`config.mk`:
```
export PLATFORM = sky130hd
export DESIGN_NAME = acc_cpu_param_flat
export DESIGN_NICKNAME = d
export VERILOG_FILES = /design/src/rtl/acc_cpu_param_if.sv /design/src/rtl/acc_cpu_param.sv /design/src/flat_wrapper.sv
export SDC_FILE = /design/constraint.sdc
export NUM_CORES = 1
export LEC_CHECK = 0
export BUFFER_PORTS_ARGS = -buffer_cell sky130_fd_sc_hd__buf_2
export CORE_ASPECT_RATIO = 1.5
export CORE_MARGIN = 4
export CORE_UTILIZATION = 40
export CTS_CLUSTER_SIZE = 20
export DETAILED_ROUTE_END_ITERATION = 12
export PLACE_DENSITY = 0.58
export SLEW_MARGIN = 20
export SYNTH_ARGS = -nofsm -noshare
export SYNTH_HDL_FRONTEND = slang
export SYNTH_SLANG_ARGS = --single-unit
```
`constraint.sdc`:
```
create_clock -name CLK -period 2.7 [get_ports CLK]
set_input_delay 0.27 -clock CLK [delete_from_list [all_inputs] [get_ports CLK]]
set_output_delay 0.27 -clock CLK [all_outputs]
set_load 0.03 [all_outputs]
```
`src/rtl/acc_cpu_param_if.sv`:
```
// Instruction-memory bus between the accumulator core and its program ROM.
// The core drives the fetch address and the ROM returns the word combinationally.
interface acc_cpu_param_if #(
  parameter int AW = 4
);
  logic [AW-1:0] IADDR;
  logic [AW+3:0] IDATA;

  modport master (output IADDR, input IDATA);
  modport slave  (input IADDR, output IDATA);
endinterface

```
`src/rtl/acc_cpu_param.sv`:
```
// Parametrised accumulator CPU: FETCH/DECODE/EXEC sequencing, internal data RAM,
// Z/C flags with conditional jumps, and a single-step pause state.
module acc_cpu_param #(
  parameter int DW = 8,
  parameter int AW = 4
) (
  input  logic                   CLK,
  input  logic                   RESETn,
  acc_cpu_param_if.master        imem,
  input  logic                   STEP_MODE,
  input  logic                   STEP,
  output logic [AW-1:0]          Q_PC,
  output logic [AW+3:0]          IR,
  output logic [DW-1:0]          Dout_ACC,
  output logic                   Z,
  output logic                   C,
  output logic [2:0]             PHASE,
  output logic                   WAITING,
  output logic                   HALTED
);

  if (AW > DW || DW < 4 || DW > 32) begin : g_param_check
    $error("acc_cpu_param: need 4 <= DW <= 32 and AW <= DW");
  end

  typedef enum logic [2:0] {
    S_FETCH, S_DECODE, S_EXEC, S_WAIT, S_HALT
  } state_t;

  localparam logic [3:0] OP_LD   = 4'h1;
  localparam logic [3:0] OP_ST   = 4'h2;
  localparam logic [3:0] OP_ADD  = 4'h3;
  localparam logic [3:0] OP_SUB  = 4'h4;
  localparam logic [3:0] OP_AND  = 4'h5;
  localparam logic [3:0] OP_OR   = 4'h6;
  localparam logic [3:0] OP_XOR  = 4'h7;
  localparam logic [3:0] OP_SHL  = 4'h8;
  localparam logic [3:0] OP_SHR  = 4'h9;
  localparam logic [3:0] OP_LDI  = 4'hA;
  localparam logic [3:0] OP_JMP  = 4'hB;
  localparam logic [3:0] OP_JZ   = 4'hC;
  localparam logic [3:0] OP_JC   = 4'hD;
  localparam logic [3:0] OP_HALT = 4'hF;

  state_t          state, state_nxt;
  logic [AW-1:0]   pc;
  logic [AW+3:0]   ir;
  logic [DW-1:0]   acc, acc_nxt;
  logic            z, z_nxt;
  logic            c, c_nxt;
  logic            step_q;
  logic [DW-1:0]   mdr;
  logic [DW-1:0]   dmem [2**AW];

  logic [3:0]      op;
  logic [AW-1:0]   ir_addr;
  logic            step_edge;
  logic            take_jump;
  logic            dmem_we;
  logic            wr_acc;
  logic [DW:0]     sum_ext;
  logic [DW:0]     diff_ext;

  assign op        = ir[AW+3:AW];
  assign ir_addr   = ir[AW-1:0];
  assign step_edge = STEP & ~step_q;
  assign sum_ext   = {1'b0, acc} + {1'b0, mdr};
  assign diff_ext  = {1'b0, acc} - {1'b0, mdr};

  assign imem.IADDR = pc;
  assign Q_PC       = pc;
  assign IR         = ir;
  assign Dout_ACC   = acc;
  assign Z          = z;
  assign C          = c;
  assign WAITING    = (state == S_WAIT);
  assign HALTED     = (state == S_HALT);

  always_comb begin
    PHASE = 3'b000;
    case (state)
      S_FETCH:  PHASE = 3'b001;
      S_DECODE: PHASE = 3'b010;
      S_EXEC:   PHASE = 3'b100;
      default:  PHASE = 3'b000;
    endcase
  end

  // STEP_MODE is only consulted at the end of EXEC, so the first instruction always runs
  always_comb begin
    state_nxt = state;
    case (state)
      S_FETCH:  state_nxt = S_DECODE;
      S_DECODE: state_nxt = S_EXEC;
      S_EXEC: begin
        if (op == OP_HALT)   state_nxt = S_HALT;
        else if (STEP_MODE)  state_nxt = S_WAIT;
        else                 state_nxt = S_FETCH;
      end
      S_WAIT:   if (step_edge || !STEP_MODE) state_nxt = S_FETCH;
      S_HALT:   state_nxt = S_HALT;
      default:  state_nxt = S_FETCH;
    endcase
  end

  always_comb begin
    acc_nxt   = acc;
    z_nxt     = z;
    c_nxt     = c;
    take_jump = 1'b0;
    dmem_we   = 1'b0;
    wr_acc    = 1'b0;
    if (state == S_EXEC) begin
      case (op)
        OP_LD:  begin acc_nxt = mdr; wr_acc = 1'b1; end
        OP_ST:  dmem_we = 1'b1;
        OP_ADD: begin {c_nxt, acc_nxt} = sum_ext;  wr_acc = 1'b1; end
        OP_SUB: begin {c_nxt, acc_nxt} = diff_ext; wr_acc = 1'b1; end
        OP_AND: begin acc_nxt = acc & mdr; c_nxt = 1'b0; wr_acc = 1'b1; end
        OP_OR:  begin acc_nxt = acc | mdr; c_nxt = 1'b0; wr_acc = 1'b1; end
        OP_XOR: begin acc_nxt = acc ^ mdr; c_nxt = 1'b0; wr_acc = 1'b1; end
        OP_SHL: begin c_nxt = acc[DW-1]; acc_nxt = {acc[DW-2:0], 1'b0}; wr_acc = 1'b1; end
        OP_SHR: begin c_nxt = acc[0];    acc_nxt = {1'b0, acc[DW-1:1]}; wr_acc = 1'b1; end
        OP_LDI: begin acc_nxt = DW'(ir_addr); wr_acc = 1'b1; end
        OP_JMP: take_jump = 1'b1;
        OP_JZ:  take_jump = z;
        OP_JC:  take_jump = c;
        default: ;
      endcase
      if (wr_acc) z_nxt = (acc_nxt == '0);
    end
  end

  always_ff @(posedge CLK or negedge RESETn) begin
    if (!RESETn) begin
      state  <= S_FETCH;
      pc     <= '0;
      ir     <= '0;
      acc    <= '0;
      z      <= 1'b0;
      c      <= 1'b0;
      step_q <= 1'b0;
    end else begin
      state  <= state_nxt;
      step_q <= STEP;
      if (state == S_FETCH) begin
        ir <= imem.IDATA;
        pc <= pc + AW'(1);
      end
      if (state == S_EXEC) begin
        acc <= acc_nxt;
        z   <= z_nxt;
        c   <= c_nxt;
        if (take_jump) pc <= ir_addr;
      end
    end
  end

  // Store lands at EXEC end, ahead of the next DECODE read, so ST->LD needs no bypass
  always_ff @(posedge CLK) begin
    if (state == S_DECODE) mdr <= dmem[ir_addr];
    if (dmem_we)           dmem[ir_addr] <= acc;
  end

endmodule
```
`src/flat_wrapper.sv`:
```
// flat-port wrapper written by rule: the top's interface ports become plain ports
module acc_cpu_param_flat 
#(
  parameter int DW = 8,
  parameter int AW = 4
)
  (CLK, RESETn, STEP_MODE, STEP, Q_PC, IR, Dout_ACC, Z, C, PHASE, WAITING, HALTED, imem_IADDR, imem_IDATA);
  acc_cpu_param_if #(.AW(AW)) imem_i ();
  input  logic CLK;
  input  logic RESETn;
  input  logic STEP_MODE;
  input  logic STEP;
  output logic [AW-1:0] Q_PC;
  output logic [AW+3:0] IR;
  output logic [DW-1:0] Dout_ACC;
  output logic Z;
  output logic C;
  output logic [2:0] PHASE;
  output logic WAITING;
  output logic HALTED;
  output wire logic [$bits(imem_i.IADDR)-1:0] imem_IADDR;
  input wire logic [$bits(imem_i.IDATA)-1:0] imem_IDATA;
  assign imem_IADDR = imem_i.IADDR;
  assign imem_i.IDATA = imem_IDATA;
  acc_cpu_param #(.DW(DW), .AW(AW)) u_core (.CLK(CLK), .RESETn(RESETn), .imem(imem_i), .STEP_MODE(STEP_MODE), .STEP(STEP), .Q_PC(Q_PC), .IR(IR), .Dout_ACC(Dout_ACC), .Z(Z), .C(C), .PHASE(PHASE), .WAITING(WAITING), .HALTED(HALTED));
endmodule
```
* After elaboration in Yosys (flattened, before gate mapping)
Memories as Yosys holds them, arrays and structs flattened. A register that Yosys moved wholly into a read port is not among the register bits.
Cells that the tools add are included.
** Word-level totals
- Flip-flop bits (word level) :: 26
- RAM bits :: 128
- Bits of input ports :: 12
- Output and inout port bits :: 31
- Logic and storage cells :: 63
- Memories kept :: 1
** Cells by class
- Add/subtract/negate cells :: 3
- Equality and inequality tests :: 19
- Mux-type cells :: 19
- Bitwise logic cells :: 5
- Reduce and logical (&&, ||, !) cells :: 9
** Memory list
- u_core.dmem :: depth 16, width 8, rd ports 1, clocked after Yosys merged registers in 1, write ports 1, RTL line acc_cpu_param.sv:53 : logic [DW-1:0] dmem [2**AW];
** Operator list (count)
- $pmux W8 S9 :: 1
- $eq A4 B4 Y1 const B :: 7
- $eq A4 B3 Y1 const B :: 4
- $pmux W3 S5 :: 1
- $mux W4 :: 3
- $add A8 B8 Y9 :: 1
- $pmux W3 S3 :: 1
- $reduce_or A9 Y1 :: 1
- $sub A8 B8 Y9 :: 1
- $and A8 B8 Y8 :: 1
- $eq A4 B2 Y1 const B :: 2
- $logic_not A8 Y1 :: 1
- $mux W8 :: 1
- $or A8 B8 Y8 :: 1
- $xor A8 B8 Y8 :: 1
- $mux W1 :: 7
- $eq A3 B2 Y1 const B :: 2
- $mux W3 :: 2
- $pmux W1 S5 :: 1
- $reduce_bool A5 Y1 :: 1
- $add A4 B1 Y4 const B :: 1
- $eq A4 B1 Y1 const B :: 1
- $reduce_and A2 Y1 :: 2
- $eq A3 B1 Y1 const B :: 1
- 10 further kinds :: 10

* Logic depth before layout (Yosys ltp)
Gate-level depths: netlist (run 1).
- Depth after elaboration :: 5
- Gate-level depth with buffers :: 10
- Depth with buffers taken out :: 10

* Worst setup path after synthesis (run 1)
OpenSTA, ideal clock, no wires.
- Path type :: flip-flop to flip-flop
- Start :: register u_core.acc[1], in the netlist u_core.Dout_ACC[1]
- End :: register u_core.z, in the netlist u_core.Z
- Setup time :: 0.092 ns
- Arrival :: 2.641 ns
- Data required time :: 2.608 ns
- Path slack :: -0.033 ns
- Cell stages (with the launch flop) :: 9
- Buffers on the path :: 0
- Period minus slack after synthesis :: 2.733 ns
- Cell sequence :: dfrtp_1 > inv_1 > ha_1 > o21ba_1 > o41a_1 > and4_1 > nor4_1 > nand4_1 > o31ai_2
** On the way
- Longest elaborated chain between the ends :: 4
- Elaborated cells between the ends (all ways) :: 8
- Those cells by class :: 2 x add/sub; 2 x mux; 3 x bitwise; 1 x reduce/logical
** Ends and longest elaborated chain
- start: declaration :: RTL line acc_cpu_param.sv:48 : logic [DW-1:0] acc, acc_nxt;
- start signal: assignment :: RTL line acc_cpu_param.sv:151 : acc <= acc_nxt;
- $sub A8 B8 Y9, or another cell as far along :: RTL line acc_cpu_param.sv:68 : assign diff_ext = {1'b0, acc} - {1'b0, mdr};
- $pmux W8 S9 * :: RTL line acc_cpu_param.sv:114 : case (op)
- $mux W8 * :: RTL line acc_cpu_param.sv:113 : if (state == S_EXEC) begin
- $logic_not A8 Y1 * :: RTL line acc_cpu_param.sv:130 : if (wr_acc) z_nxt = (acc_nxt == '0);
- end signal: assignment :: RTL line acc_cpu_param.sv:152 : z <= z_nxt;
- end: declaration :: RTL line acc_cpu_param.sv:49 : logic z, z_nxt;
Mark *: on every way between the ends. The rest lies on a longest branch, timed or not. The select of a mux whose other input is x is not followed.
A chain may end at the register's enable or synchronous reset.

* Worst setup path in the final report (run 1)
- Start :: register u_core.mdr[0], read port of u_core.dmem
- End :: register u_core.acc[6], in the netlist u_core.Dout_ACC[6]
** On the way
- Longest elaborated chain between the ends :: 3
- Elaborated cells between the ends (all ways) :: 4
- Those cells by class :: 2 x add/sub; 2 x mux
** Ends and longest elaborated chain
- start: declaration :: RTL line acc_cpu_param.sv:52 : logic [DW-1:0] mdr;
- $sub A8 B8 Y9 / $add A8 B8 Y9 (equally long branches) :: RTL line acc_cpu_param.sv:68, acc_cpu_param.sv:67
- $pmux W8 S9 * :: RTL line acc_cpu_param.sv:114
- $mux W8 * :: RTL line acc_cpu_param.sv:113
Marked as above.

==> results of run 1 <==
-- worst paths after layout --
path	end	start	slack (ns)	cells after the start
min in group asynchronous	u_core.Dout_ACC[0]	RESETn	0.44	2
worst max register to register	u_core.Dout_ACC[6]	u_core.mdr[0]	0.10	9
worst min-delay path	u_core.IR[4]	imem_IDATA[4]	0.05	3
max in group asynchronous	u_core.IR[0]	RESETn	1.76	2
worst min register to register	u_core.C	u_core.C	0.51	2
worst max-delay path	u_core.Dout_ACC[6]	u_core.mdr[0]	0.10	9
-- worst min-delay path: cells and delay by family --
family	cells	cell delay [ns]
simple gates	1	0.04
compound gates	1	0.06
buf+inv	1	0.08
-- cell families (layout without fill, tap and decap cells) --
family          Yosys count  after routing
flops                   162            162
simple gates            129            129
compound gates           88             88
buf+inv                  63            157
mux                      57             57
fa+ha+maj                28             28
xor+xnor                  5              5
other cells               0              1
-- power by group through the flow --
| stage | Sequential (mW) | Clock [mW] | Combinational (mW) |
|---|---|---|---|
| 3_3_place_gp | 3.73 | 0 | 5.69 |
| 4_1_cts | 3.69 | 2.58 | 5.74 |
| 3_5_place_dp | 3.74 | 0 | 5.71 |
| 5_1_grt | 3.75 | 2.68 | 6.28 |
| 6_report | 3.70 | 2.53 | 5.81 |
| 2_1_floorplan | 4.03 | 0 | 3.63 |
-- layout by cell type, fill, tap and decap left out, types with 9 or more instances in the layout --
cell       Yosys  layout
edfxtp_1     136     136
buf_4          7      51
buf_2         14      42
mux4_2        40      40
nor2_1        34      34
ha_1          26      24
dfrtp_1       26      24
inv_1         26      23
nand2_1       20      20
a21oi_1       19      19
clkbuf_16      0      17
nand2b_1      11      11
mux2_2        10      10
o21ai_0        9       9
-- layer usage --
layer | vias up | wire [um] | global-route usage
li1 | 2241 | - | -
met1 | 2517 | 7807 | 0.2231
met2 | 119 | 10560 | 0.3277
met3 | 38 | 613 | 0.03109
met4 | 0 | 618 | 0.07758
met5 | - | 0 | 0
-- through the flow --
stage	total power, mW	setup WS (ns)	cell area [sq um]
2_1_floorplan	7.664	0.0002844	7930
3_3_place_gp	9.428	0.1294	8708
3_5_place_dp	9.454	0.1077	8708
4_1_cts	12.01	0.08495	9346
5_1_grt	12.71	-0.01651	9405
6_report	12.03	0.1006	9405
-- repair_timing --
action / 4_1_cts / 5_1_grt
gates resized for setup: 0 / 9
endpoints found under the setup margin: 0 / 2
setup buffers: 0 / 3
hold buffers: 2 / 0
endpoints found under the hold margin: 27 / 0
-- layout make-up --
cell class                      instances  area share
Clock buffer                           18     0.04563
Timing Repair Buffer                   98     0.07157
Antenna cell                            1   0.0002661
Tap cell                              256     0.03406
Clock inverter                         14     0.02009
Multi-Input combinational cell        307      0.3140
Inverter                               27     0.01078
Sequential cell                       162      0.5037
-- registers in the layout, indices dropped and copies added, names as in the netlist --
register	count
u_core.state	3
u_core.C	1
u_core.IR	8
u_core.Dout_ACC	8
u_core.dmem	128
u_core.Q_PC	4
u_core.step_q	1
u_core.mdr	8
u_core.Z	1
==> flow_summary.toml, run 1 <==
[placement]
place_congestion = 0.9342
portBuffers = 42
dp_cells = 845
dpl.hpwl_mm = 13.97

[status]
outcome = "completed"

[routing]
wl_per_cell_um = 22.19
routed_wl_mm = 19.60
antenna_left = 0
drtIter0Drc = 364
firstDrtPassIters = 5
vias_per_cell = 5.566
vias = 4915
drc = 0

[sta]
slew_viol_final = 0
timing.fmax_mhz = 384.7
maxSlewHeadroom = 0.5183
skew_ns = 0.01434
min_period_ns = 2.599
finalCritPeriodShare = 0.9627
tightest_slew_ns = 0.7206
rsz0062_at_grt = "yes"
setup_viol = 0
whs_ns = 0.05196
hold_viol = 0
fin_tns_setup_ns = 0

[pwr]
pwr-share-seq = 0.307
p_int_mw = 7.207
p_leak_nw = 3.441
p_comb_frac = 0.483
vdd_drop_max_mv = 0.6758
p_sw_frac = 0.4011
p_per_area_nw_per_um2 = 1280
p_clk_frac = 0.210
p_sw_mw = 4.827

[flow_run]
maxCapViolCount = 0

[yosys]
synth-simple-area-share = 0.09484
syn_inst = 532
synth.area.top_cells = "edfxtp_1 (52%), mux4_2 (11%), dfrtp_1 (8.2%), ha_1 (4.1%), nor2_1 (1.6%)"
synth_compound_area_frac = 0.08427
synth_top_family_by_area = "multiplexers"
synthFlopType = "edfxtp_1"
seq_area_frac_synth = 0.5971
synthXorXnorAreaFrac = 0.005523
yosysTopAreaCellShare = 0.5151
ys_types = 84
syn_area_sq_um = 7929
yosys.cell_count.top_type = "edfxtp_1"
syn_nets = 572
synth_mux_area_frac = 0.1368
ys_top_cells_by_count = "edfxtp_1 (136), mux4_2 (40), nor2_1 (34)"
synth-warning-count = 0
ys_async_sr_fraction = 0.1605
yosys.area.top_type = "edfxtp_1"
avgSynthCellArea_sq_um = 14.90
ys_ff_latch = 162
synthAdderAreaFrac = 0.04608
synth_edf_count = 136

[floorplanning]
die_h_um = 180.4
core_sq_um = 19320
fp.dieW_um = 123.0
die_area_sq_um = 22190
initial_utilization = 0.4105
io_pins = 43
placement_rows = 62

[layout]
post-route-util = 0.4869
instances_no_fill = 883
nNetsFinal = 653
fillCellCount = 1642
area_growth_pct = 18.62
ff_latch_area_sq_um = 4737
multiInputGateArea_sq_um = 2953
drive_above_1_share = 0.3211

[grt]
grtUsageTotal = 0.1865
grt_pass1_wl_mm = 30.55
antenna_found_initial = 1
grt_max_degree = 40
grt-ovfl-total = 0
grt_pass1_vias = 5140

[worst_hold_path]
worst_hold_path_type = "in -> reg"

[clock_tree]
cts_sinks = 162
clock_path_buffers = 2
clk_pin_slew_ns = 0.07
htreeDepth = 4
cts_buffers = 17
cts_root_buf = "clkbuf_16"
cts_tree = "built"
insertion_delay_ns = 0.42

[setup_path]
crit_fanout = 3
worst-setup-path-type = "reg -> reg"
critPathTopFamily = "compound AO/OA/AOI/OAI gates"
required_ns = 3.01
worstPathCellList = "ha_2 > inv_1 > fa_1 > nor2b_1 > o221ai_1 > a21oi_1 > o221a_2 > o21ai_1 > mux2_2"
slowest_stage = "edfxtp_1"
critPathBufInv = 1
cpPeakStageDelay_ns = 0.43
start_kind = "register"
critPathCaptureType = "register"
arrival_ns = 2.91
No activity file was read; power rests on OpenSTA's default activity.
==> run 2: changes to the inputs <==
CORE_UTILIZATION = 55   (was 40)
PLACE_DENSITY = 0.76   (was 0.58)
==> run 2 against run 1 <==
Net effect:
- global-route usage is 6.6 points higher
- design area is 0.85% lower
- clock skew is 0.0032 ns lower
- critical path depth is 1 lower
- critical path type unchanged
- largest cell class unchanged
==> flow_summary.toml, run 2 (synthesis results as in run 1) <==
[floorplanning]
placement_rows = 53
io_pins = 43
core_sq_um = 14060
die_h_um = 155.1
die_area_sq_um = 16440
initial_utilization = 0.5640
fp.dieW_um = 106.0

[clock_tree]
cts_buffers = 17
cts_root_buf = "clkbuf_16"
htreeDepth = 4
clk_pin_slew_ns = 0.07
insertion_delay_ns = 0.42
clock_path_buffers = 2
cts_sinks = 162
cts_tree = "built"

[layout]
largest-register = "u_core.dmem"
drive_above_1_share = 0.3212
post-route-util = 0.6633
largest_reg_flops = 128
layout_common_cells = "edfxtp_1 (136), buf_4 (59), buf_2 (42)"
nNetsFinal = 660
antenna_cells = 0
multiInputGateArea_sq_um = 2957
ff_latch_area_sq_um = 4737
final_common_cell = "edfxtp_1"
fillCellCount = 998
area_growth_pct = 17.61
final_area_sq_um = 9325

[flow_run]
maxCapViolCount = 0

[setup_path]
r2r_end = "u_core.Dout_ACC[7]"
ff2ff_path_depth = 8
critPathCaptureType = "register"
rrSetupSlack_ns = 0.11
crit_fanout = 4
required_ns = 3.05
worst-setup-path-type = "reg -> reg"
arrival_ns = 2.94
start_kind = "register"
r2r-start = "u_core.mdr[1]"

[pwr]
vdd_drop_max_mv = 0.7193
p_clk_frac = 0.197
pwr-share-seq = 0.314
p_sw_frac = 0.4062
p_leak_nw = 3.462
p_int_mw = 7.121
p_sw_mw = 4.871
p_comb_frac = 0.489
p_per_area_nw_per_um2 = 1286

[routing]
antenna_left = 0
drtIter0Drc = 337
drc = 0
wl_per_cell_um = 23.63
vias_per_cell = 6.126
firstDrtPassIters = 5
vias = 5048
routed_wl_mm = 19.47

[grt]
grt_max_degree = 33
grt-ovfl-total = 0
grtUsageTotal = 0.2522
grt_pass1_vias = 5434
grt_pass1_wl_mm = 30.75
antenna_found_initial = 0

[sta]
tightest_slew_ns = 0.6817
min_period_ns = 2.585
fin_tns_setup_ns = 0
skew_ns = 0.01116
rsz0062_at_grt = "no"
maxSlewHeadroom = 0.5456
hold_viol = 0
slew_viol_final = 0
finalCritPeriodShare = 0.9576
setup_viol = 0
timing.fmax_mhz = 386.8

[worst_hold_path]
hold_depth = 3
worstHoldEndpoint = "u_core.IR[4]"
hp-start = "imem_IDATA[4]"
worst_hold_path_type = "in -> reg"

[placement]
place_congestion = 1.045
portBuffers = 42
placed_area_sq_um = 8683
dpl.hpwl_mm = 14.19

[status]
outcome = "completed"
==> run 2: power groups by stage <==
stage	logic, mW	clock network (mW)	registers, mW
after floorplan	3.63	0	4.03
after global placement	5.62	0	3.78
after detailed placement	5.71	0	3.80
after CTS	5.76	2.40	3.75
after global routing	6.30	2.50	3.81
final	5.87	2.36	3.76
==> run 2: critical path, stage by stage, from the launching register on <==
cell	delay, ns
edfxtp_1	0.40
inv_1	0.18
ha_1	0.31
o21ba_1	0.25
o41a_1	0.39
a311o_1	0.34
o311a_1	0.13
o21ai_1	0.31
mux2_2	0.22
==> run 2: how the worst max path moves through the flow <==
| stage | to | from | slack (ns) | cells after the start |
|---|---|---|---|---|
| finish | u_core.Dout_ACC[7] | u_core.mdr[1] | 0.11 | 8 |
| global placement | u_core.Dout_ACC[7] | u_core.mdr[1] | 0.19 | 8 |
| CTS | u_core.Z | u_core.Dout_ACC[0] | 0.06 | 10 |
| global route | u_core.Z | u_core.Dout_ACC[0] | 0.008 | 10 |
| detailed placement | u_core.Z | u_core.Dout_ACC[0] | 0.09 | 10 |
| floorplan | u_core.Z | u_core.Dout_ACC[0] | 0.0003 | 10 |
==> run 2: area by class of cell <==
type / instances / share of cell area
inverters: 27 / 0.01087
clock inverters: 14 / 0.01624
multi-input cells: 307 / 0.3171
repair buffers: 105 / 0.07648
flip-flops and latches: 162 / 0.5080
well taps: 192 / 0.02576
clock buffers: 17 / 0.04562
==> run 2: timing repair <==
| action | CTS | global route |
|---|---|---|
| hold buffers | 2 | 0 |
| endpoints found under the setup margin | 0 | 1 |
| endpoints found under the hold margin | 27 | 0 |
| resized for setup | 0 | 7 |
| buffers inserted | 0 | 1 |
==> run 2: metal layers <==
metal	routed length, um	track usage	vias to the layer above
met2	10770	0.4486	151
met1	6889	0.2788	2590
met5	0	0	-
met4	1052	0.1537	0
met3	756	0.04566	53
li1	-	-	2254
==> run 2: stage by stage <==
step	hold slack, ns	power, mW	setup slack [ns]	cells
2_1_floorplan	-0.02559	7.664	0.0002844	532
3_3_place_gp	0.3549	9.402	0.1941	790
3_5_place_dp	0.3573	9.510	0.09372	790
4_1_cts	0.05261	11.90	0.06262	823
5_1_grt	0.06545	12.61	0.008224	824
6_report	0.07220	11.99	0.1146	824
==> run 3: changes to the inputs <==
GPL_TIMING_DRIVEN = 0   (was default)
==> run 3 against run 2 <==
Net effect:
- the run now ends with setup timing left
- first-iteration DRC count rose by 42%
- design area up 0.42%
- largest power group unchanged
- largest cell class unchanged
- critical path depth down 2
- setup slack got worse by 0.23 ns
- flip-flop and latch count unchanged
- die area unchanged
- sequential share of layout area about the same
- sequential power is 3% higher
- combinational power up 5.1%
- via count is 3.4% higher
- clock power down 3%
- routed wire length grew 12%
==> flow_summary.toml, run 3 (synthesis results as in run 1) <==
[status]
outcome = "complete, but fails checks"
violations = "setup timing"

[sta]
rsz0062_at_grt = "yes"
tightest_slew_ns = 0.8888
timing.fmax_mhz = 355.4
setup_viol = 53
min_period_ns = 2.813
skew_ns = 0.01457
hold_viol = 0
fin_tns_setup_ns = -1.954
maxSlewHeadroom = 0.4075
slew_viol_final = 0
setup_ws_ns = -0.1135
finalCritPeriodShare = 1.042

[setup_path]
critPathTopFamily = "simple AND/OR/NAND/NOR gates"
worstPathCellList = "buf_2 > buf_2 > nand4_1 > or3_1 > nor3_4 > buf_4"
required_ns = 2.83
ff2ff_path_depth = 6
r2r_end = "u_core.dmem[0][5]"
crit_top_cell = "buf_2"
path_depth = 6
cp-startpoint = "u_core.IR[5]"
slowest_stage = "or3_1"
critPathBufInv = 3
worst-setup-path-type = "reg -> reg"
endpoint = "u_core.dmem[0][5]"
arrival_ns = 2.95
cpPeakStageDelay_ns = 0.61
r2r-start = "u_core.IR[5]"
start_kind = "register"
critPathCaptureType = "register"
crit_fanout = 10
rrSetupSlack_ns = -0.11

[floorplanning]
core_sq_um = 14060
die_area_sq_um = 16440
placement_rows = 53
fp.dieW_um = 106.0
io_pins = 43
die_h_um = 155.1
initial_utilization = 0.5640

[layout]
largest_reg_flops = 128
final_common_cell = "edfxtp_1"
layout_common_cells = "edfxtp_1 (136), buf_2 (56), mux4_2 (40)"
largest-register = "u_core.dmem"
final_area_sq_um = 9364
nNetsFinal = 655
instances_no_fill = 820
antenna_cells = 0
area_growth_pct = 18.10
drive_above_1_share = 0.3408

[grt]
grt_max_degree = 27
antenna_found_initial = 0
grt-busiest-layer = "met2"
grtUsageTotal = 0.2693
grt_pass1_wl_mm = 32.09
grtUsageMet2 = 0.4818
grt_pass1_vias = 5371
use_met1 = 0.3036
grt-ovfl-total = 0
met3_usage = 0.05147

[clock_tree]
cts_tree = "built"
insertion_delay_ns = 0.43
htreeDepth = 4
clock_path_buffers = 2
cts_sinks = 162
clk_pin_slew_ns = 0.07
cts_buffers = 17
cts_root_buf = "clkbuf_16"

[pwr]
p_per_area_nw_per_um2 = 1317
p_leak_nw = 3.383
vdd_drop_max_mv = 0.6580

[placement]
place_congestion = 1.018
portBuffers = 42
dpl.hpwl_mm = 14.22
post-place-ws_ns = -0.6947
dp_cells = 767
placed_area_sq_um = 8413

[routing]
vias = 5220
vias_per_cell = 6.366
antenna_left = 0
wl_per_cell_um = 26.57
drc = 0
firstDrtPassIters = 7
routed_wl_mm = 21.79
drtIter0Drc = 479

[worst_hold_path]
hp-start = "imem_IDATA[6]"
worst_hold_path_type = "in -> reg"

[flow_run]
maxCapViolCount = 0
## run 3: per-layer routing
metal	vias up	routed length, um
met3	66	1319
met2	260	11730
met4	0	1134
met1	2649	7609
li1	2245	-
met5	-	0
## run 3: worst min path at each step
stage,to,slack (ns),depth (start not counted)
6_report,u_core.IR[6],0.08,2
2_1_floorplan,u_core.C,-0.03,0
3_5_place_dp,u_core.C,0.32,1
3_3_place_gp,u_core.C,0.30,1
4_1_cts,u_core.IR[6],0.07,2
5_1_grt,u_core.IR[6],0.07,2
## run 3: final cells by class
type                       instances  area (sq um)
clock buffer                      18         429.2
sequential                       162          4756
buffer                            35         182.7
tap                              192         240.2
inverter                          27         101.3
multi-input combinational        307          3088
clock inverter                    14         137.6
fill                             999          4695
timing repair buffer              65         429.2
## run 3: repair_timing
item,in CTS,in global routing
hold buffers,2,0
buffers inserted,5,15
endpoints found under the hold margin,27,0
endpoints found under the setup margin,137,139
pin swaps,1,6
resized for setup,21,35
## run 3: per-stage QoR
step | total power, mW | utilization | hold WS (ns)
final | 12.34 | 0.6661 | 0.07953
after global routing | 12.88 | 0.6661 | 0.07329
after CTS | 11.97 | 0.6473 | 0.07077
after detailed placement | 9.463 | 0.5984 | 0.3150
after global placement | 9.273 | 0.5961 | 0.2993
after floorplan | 7.664 | - | -0.02559
## run 3: power by group
group / internal (mW) / switching [mW]
logic: 2.40 / 3.77
registers: 3.33 / 0.535
clock network: 1.23 / 1.08
total: 6.95 / 5.38
